File: config.mk
export PLATFORM = sky130hd
export DESIGN_NAME = acl_spi_responder
export DESIGN_NICKNAME = d
export VERILOG_FILES = /design/src/rtl/acl_spi_responder.sv
export SDC_FILE = /design/constraint.sdc
export NUM_CORES = 1
export LEC_CHECK = 0
export ABC_AREA = 0
export ABC_CLOCK_PERIOD_IN_PS = 4910
export CAP_MARGIN = 0
export CORE_MARGIN = 1.5
export CORE_UTILIZATION = 70
export CTS_CLUSTER_DIAMETER = 40
export DETAILED_ROUTE_END_ITERATION = 8
export DONT_BUFFER_PORTS = 1
export GPL_ROUTABILITY_DRIVEN = 1
export GPL_TIMING_DRIVEN = 1
export PLACE_DENSITY = 0.86
export RECOVER_POWER = 100
export SETUP_SLACK_MARGIN = 0.3
export SLEW_MARGIN = 5
export SYNTH_ARGS = -nofsm -noshare
export SYNTH_HDL_FRONTEND = slang
export SYNTH_SLANG_ARGS = --single-unit
File: constraint.sdc
create_clock -name clk -period 4.91 [get_ports clk]
set_input_delay 0.491 -clock clk [delete_from_list [all_inputs] [get_ports clk]]
set_output_delay 0.491 -clock clk [all_outputs]
set_load 0.03 [all_outputs]
File: src/rtl/acl_spi_responder.sv
`timescale 1ns/1ps
// SPI mode-0 register-map responder for the accelerometer front end.
// SPI pins are oversampled on clk; reads/writes use an auto-incrementing pointer.
module acl_spi_responder #(
  parameter int SYNC_STAGES = 2,
  parameter int REG_DEPTH   = 64
) (
  input  logic        clk,
  input  logic        rst,
  input  logic        sclk_i,
  input  logic        ncs_i,
  input  logic        mosi_i,
  output logic        miso_o,
  output logic        miso_oe_o,
  input  logic [15:0] temp_data_i,
  output logic        wr_valid_o,
  output logic [7:0]  wr_addr_o,
  output logic [7:0]  wr_data_o,
  output logic        busy_o,
  output logic        frame_err_o
);

  localparam int AW = (REG_DEPTH > 1) ? $clog2(REG_DEPTH) : 1;

  typedef enum logic [2:0] {
    IDLE, CMD, ADDR, READ, WRITE, IGNORE
  } state_t;

  state_t state_q, state_d;

  logic [SYNC_STAGES-1:0] sclk_sq, ncs_sq, mosi_sq;
  logic        sclk_pq, ncs_pq;
  logic [2:0]  cnt_q;
  logic [6:0]  rx_q;
  logic [7:0]  tx_q;
  logic [7:0]  ptr_q;
  logic        wr_cmd_q;
  logic [15:0] temp_q;
  logic        wr_valid_q, ferr_q;
  logic [7:0]  wr_addr_q, wr_data_q;
  logic [7:0]  regs_q [REG_DEPTH];

  logic sclk_s, ncs_s, mosi_s;
  logic sclk_rise, sclk_fall, ncs_fall, ncs_rise;
  logic byte_done;
  logic [7:0] byte_w;

  assign sclk_s = sclk_sq[SYNC_STAGES-1];
  assign ncs_s  = ncs_sq[SYNC_STAGES-1];
  assign mosi_s = mosi_sq[SYNC_STAGES-1];

  assign sclk_rise = sclk_s & ~sclk_pq;
  assign sclk_fall = ~sclk_s & sclk_pq;
  // ncs chain resets low so a select held across rst never looks like a fall
  assign ncs_fall  = ncs_pq & ~ncs_s;
  assign ncs_rise  = ~ncs_pq & ncs_s;

  assign byte_w    = {rx_q, mosi_s};
  assign byte_done = sclk_rise && (cnt_q == 3'd7);

  function automatic logic [7:0] rd_byte(input logic [7:0] a);
    logic [7:0] r;
    if (int'(a) >= REG_DEPTH) r = 8'h00;
    else if (a == 8'h14)      r = temp_q[7:0];
    else if (a == 8'h15)      r = temp_q[15:8];
    else                      r = regs_q[a[AW-1:0]];
    return r;
  endfunction

  function automatic logic wr_ok(input logic [7:0] a);
    return (int'(a) < REG_DEPTH) && (a > 8'h03) &&
           (a != 8'h14) && (a != 8'h15);
  endfunction

  always_ff @(posedge clk) begin
    if (rst) begin
      sclk_sq <= '0;
      ncs_sq  <= '0;
      mosi_sq <= '0;
      sclk_pq <= 1'b0;
      ncs_pq  <= 1'b0;
    end else begin
      sclk_sq <= SYNC_STAGES'({sclk_sq, sclk_i});
      ncs_sq  <= SYNC_STAGES'({ncs_sq, ncs_i});
      mosi_sq <= SYNC_STAGES'({mosi_sq, mosi_i});
      sclk_pq <= sclk_s;
      ncs_pq  <= ncs_s;
    end
  end

  always_ff @(posedge clk) begin
    if (rst) state_q <= IDLE;
    else     state_q <= state_d;
  end

  always_comb begin
    state_d = state_q;
    unique case (state_q)
      IDLE:   if (ncs_fall) state_d = CMD;
      CMD: begin
        if (byte_done)
          state_d = (byte_w == 8'h0B || byte_w == 8'h0A) ? ADDR : IGNORE;
      end
      ADDR:   if (byte_done) state_d = wr_cmd_q ? WRITE : READ;
      default: ;
    endcase
    if (ncs_rise) state_d = IDLE;
  end

  assign busy_o      = (state_q != IDLE);
  assign miso_oe_o   = busy_o;
  assign miso_o      = (state_q == READ) & tx_q[7];
  assign wr_valid_o  = wr_valid_q;
  assign wr_addr_o   = wr_addr_q;
  assign wr_data_o   = wr_data_q;
  assign frame_err_o = ferr_q;

  always_ff @(posedge clk) begin
    if (rst) begin
      cnt_q      <= '0;
      rx_q       <= '0;
      tx_q       <= '0;
      ptr_q      <= '0;
      wr_cmd_q   <= 1'b0;
      temp_q     <= '0;
      wr_valid_q <= 1'b0;
      wr_addr_q  <= '0;
      wr_data_q  <= '0;
      ferr_q     <= 1'b0;
      for (int i = 0; i < REG_DEPTH; i++) regs_q[i] <= 8'h00;
      regs_q[0] <= 8'hAD;
      regs_q[1] <= 8'h1D;
      regs_q[2] <= 8'hF2;
      regs_q[3] <= 8'h01;
    end else begin
      wr_valid_q <= 1'b0;
      ferr_q     <= 1'b0;
      if (ncs_rise) begin
        ferr_q <= (state_q != IDLE) && (cnt_q != 3'd0);
        cnt_q  <= '0;
      end else if (ncs_fall && state_q == IDLE) begin
        cnt_q  <= '0;
        temp_q <= temp_data_i;
      end else if (state_q != IDLE) begin
        if (sclk_rise) begin
          cnt_q <= cnt_q + 3'd1;
          rx_q  <= byte_w[6:0];
          if (cnt_q == 3'd7) begin
            unique case (state_q)
              CMD:  wr_cmd_q <= (byte_w == 8'h0A);
              ADDR: begin
                ptr_q <= byte_w;
                tx_q  <= rd_byte(byte_w);
              end
              READ: begin
                ptr_q <= ptr_q + 8'd1;
                tx_q  <= rd_byte(ptr_q + 8'd1);
              end
              WRITE: begin
                wr_valid_q <= 1'b1;
                wr_addr_q  <= ptr_q;
                wr_data_q  <= byte_w;
                if (wr_ok(ptr_q)) regs_q[ptr_q[AW-1:0]] <= byte_w;
                ptr_q <= ptr_q + 8'd1;
              end
              default: ;
            endcase
          end
        end else if (sclk_fall && state_q == READ && cnt_q != 3'd0) begin
          // the fall right after a byte boundary keeps the freshly loaded MSB
          tx_q <= {tx_q[6:0], 1'b0};
        end
      end
    end
  end

endmodule
==> impl_metrics.py <==
metrics = {
    "run_status": {
        "status": "finished, violations left",
        "violations": "capacitance limit, slew limit",
    },
    "floorplan": {
        "coreArea_mm2": 0.0443,
        "io_pins": 42,
        "fp.dieArea_mm2": 0.0463,
        "fp.dieH_um": 215,
        "rows": 77,
        "initial_utilization_pct": 71.1,
        "die_w_um": 215,
    },
    "yosys": {
        "ys_seq_elements": 584,
        "yosys.area.top_type_share_pct": 48.8,
        "synthArstFlopShare_pct": 0,
        "synth.distinct_cells": 77,
        "synth_warnings": 0,
        "synth_area_leaders": "edfxtp_1, mux4_2, and2_1, dfxtp_1, mux2i_1",
        "syn-mean-instance-area_um2": 13.3,
        "synth-seq-area-share_pct": 53.4,
        "yosysTopAreaCell": "edfxtp_1",
        "synthesis.area_mm2": 0.0315,
        "synth_cells": 2377,
        "synth-edff-count": 512,
        "synth-main-ff-cell": "edfxtp_1",
    },
    "timing": {
        "finalCriticalPeriod_ps": 4380,
        "rsz0062_at_grt": "no",
        "hold_violations": 0,
        "slew_viol_final": 90,
        "setup-tns-final_ps": 0,
        "whs_ps": 4.32,
        "clock.fmax_mhz": 229,
        "clock_skew_ps": 24.9,
        "setup_viol": 0,
        "setup_ws_ps": 534,
        "slew_headroom_pct": -196,
        "worst_pin_slew_ps": 4430,
        "post-route-period-util_pct": 89.1,
    },
    "clock_tree": {
        "clock_latency_ps": 640,
        "cts_sinks": 584,
        "h-tree-depth": 3,
        "clockRootBuffer": "clkbuf_16",
        "post_cts_buffers": 0,
        "clk_path_buf_depth": 3,
        "clkTransAtPathRegs_ps": 60,
        "cts_buffers": 77,
        "cts_tree": "done",
    },
    "drt": {
        "first_pass_iters": 6,
        "wl_per_cell_um": 31.9,
        "vias": 23000,
        "drt_iter0_drc": 4043,
        "drt_wl_total_um": 96700,
        "viasPerCell": 7.60,
        "drtAntennaViolNets": 0,
        "post-route-drc-count": 0,
    },
    "finish": {
        "drive_above_1_share_pct": 20.6,
        "multi_input_area_mm2": 0.0136,
        "fillers": 2467,
        "finalCoreUtilization_pct": 78.1,
        "syn2layout_area_growth_pct": 9.82,
        "final_nets": 2403,
        "seq_area_mm2": 0.0168,
    },
    "placed_design": {
        "gp_congestion": 0.992,
        "port_buffers": 0,
        "preCtsSetupSlack_ps": 868,
        "hpwl_um": 62200,
    },
    "global_routing": {
        "track_usage_pct": 42.5,
        "overflow": 0,
        "grt_pass1_wl_um": 144000,
        "grt_pass1_vias": 22400,
        "antenna_found_initial": 4,
        "grt_max_degree": 90,
    },
    "power_and_ir_drop": {
        "power.total_uw": 11900,
        "peakVddDrop_mv": 0.318,
        "leakagePower_uw": 0.0108,
        "pwr_density_cell_mw_per_mm2": 344,
    },
    "worst_setup_path": {
        "crit_type": "reg -> reg",
        "startpoint_type": "flip-flop",
        "arrival_ps": 4650,
        "crit_path_end_kind": "flip-flop",
        "cp.required_ps": 5190,
        "path_max_fanout": 18,
    },
    "min_path": {
        "holdCritPathClass": "in -> reg",
    },
    "flow_run": {
        "maxCapViolations": 1,
    },
}
-- layout by cell type (no fill, tap or decap), types with 8 or more instances in the layout --
cell type    n
edfxtp_1   512
mux4_2     261
and2_0     255
nor2_1     163
nor3_1     128
nand2_1    122
and2_1     119
o21ai_0     81
clkbuf_16   80
a21oi_1     72
mux2i_1     71
clkbuf_1    70
dfxtp_1     64
buf_4       51
conb_1      32
a31oi_1     23
nand3_1     19
mux2_2      18
inv_6       17
nor2b_1     14
a22oi_1     13
a211oi_1    13
o22ai_1     13
clkinv_2    13
inv_1       11
nand2b_1    10
or2_2       10
nand3b_1     9
o221ai_1     8
-- power breakdown --
part,switching [uW],internal [uW]
Sequential,172,5630
Combinational,302,232
Clock,2310,3260
-- path summary, 6_finish.rpt --
kind | cells past startpoint | slack [ps] | startpoint | endpoint
worst min-delay path | 1 | 4 | sclk_i | sclk_sq[0]$_SDFF_PP0_
worst min register to register | 1 | 460 | mosi_sq[0]$_SDFF_PP0_ | mosi_sq[1]$_SDFF_PP0_
worst max-delay path | 8 | 530 | sclk_sq[1]$_SDFF_PP0_ | regs_q[31][6]$_SDFFCE_PN0P_
worst max register to register | 8 | 530 | sclk_sq[1]$_SDFF_PP0_ | regs_q[31][6]$_SDFFCE_PN0P_
-- state kept, by name, indices dropped and copies added (netlist names) --
name         flops
regs_q         512
temp_q          16
ptr_q            8
tx_q             8
wr_addr_o        8
wr_data_o        8
rx_q             7
cnt_q            3
state_q          3
mosi_sq          2
ncs_sq           2
sclk_sq          2
frame_err_o      1
ncs_pq           1
sclk_pq          1
wr_cmd_q         1
wr_valid_o       1
-- per-layer routing --
layer,up-vias,GRT usage [%],wire [um]
met4,4,20.4,5840
met3,454,14.2,15600
met5,-,0,29
li1,9045,-,-
met2,2306,63.5,43500
met1,11200,56.8,31700
-- synth_stat cells, types with 8 or more instances --
library cell	instances
a22oi_1	13
and2_1	373
nor2_2	16
clkbuf_1	129
o21ai_0	82
mux4_2	261
nand2_1	122
nand3b_1	9
nor2b_1	14
edfxtp_1	512
o221ai_1	8
a21oi_1	72
buf_2	65
nor2_1	148
buf_4	16
nand2b_1	10
nand3_1	20
buf_6	10
or2_2	10
o22ai_1	13
nor3_1	126
mux2_2	19
dfxtp_1	72
buf_1	16
a211oi_1	13
mux2i_1	71
a31oi_1	23
inv_1	13
-- what timing repair did --
action | 4_1_cts | 5_1_grt
endpoints found under the setup margin | 0 | 0
gates resized for setup | 0 | 0
hold endpoints to repair | 89 | 0
hold buffers | 4 | 0
-- kinds of logic (layout without fill, tap and decap cells) --
kind of cell,Yosys count,after routing,share of synthesized area [%]
other,2,34,0.0238
xor gates and xnor gates,7,7,0.195
AOI/OAI and AO/OA,292,292,5.85
adders and majority gates,7,7,0.278
muxes,352,352,21.7
DFF,584,584,53.4
buffers and inverters,251,281,3.68
and+or+nand+nor,882,882,14.9
-- area by class of cell --
type,count,share of cell area (%)
antenna,2,0.0145
clock buffer,88,5.91
clock inverter,53,1.37
inverter,14,0.152
multi-input combinational,1572,39.4
sequential,584,48.7
tap,592,2.14
timing repair buffer,126,2.31
-- worst max-delay path: stages (launching register included) --
cell	delay, ps
dfxtp_1	380
nor2b_1	500
nand4_1	200
or4_1	560
nor2_1	560
nand2_1	490
clkbuf_1	430
o21ai_0	470
clkbuf_1	420
-- through the flow --
stage / area, um2 / instances
finish: 34600 / 3031
global route: 34600 / 3029
CTS: 34900 / 3029
detailed placement: 32300 / 2884
global placement: 32300 / 2884
floorplan: 31600 / 2407
No activity file was read; power rests on OpenSTA's default activity.
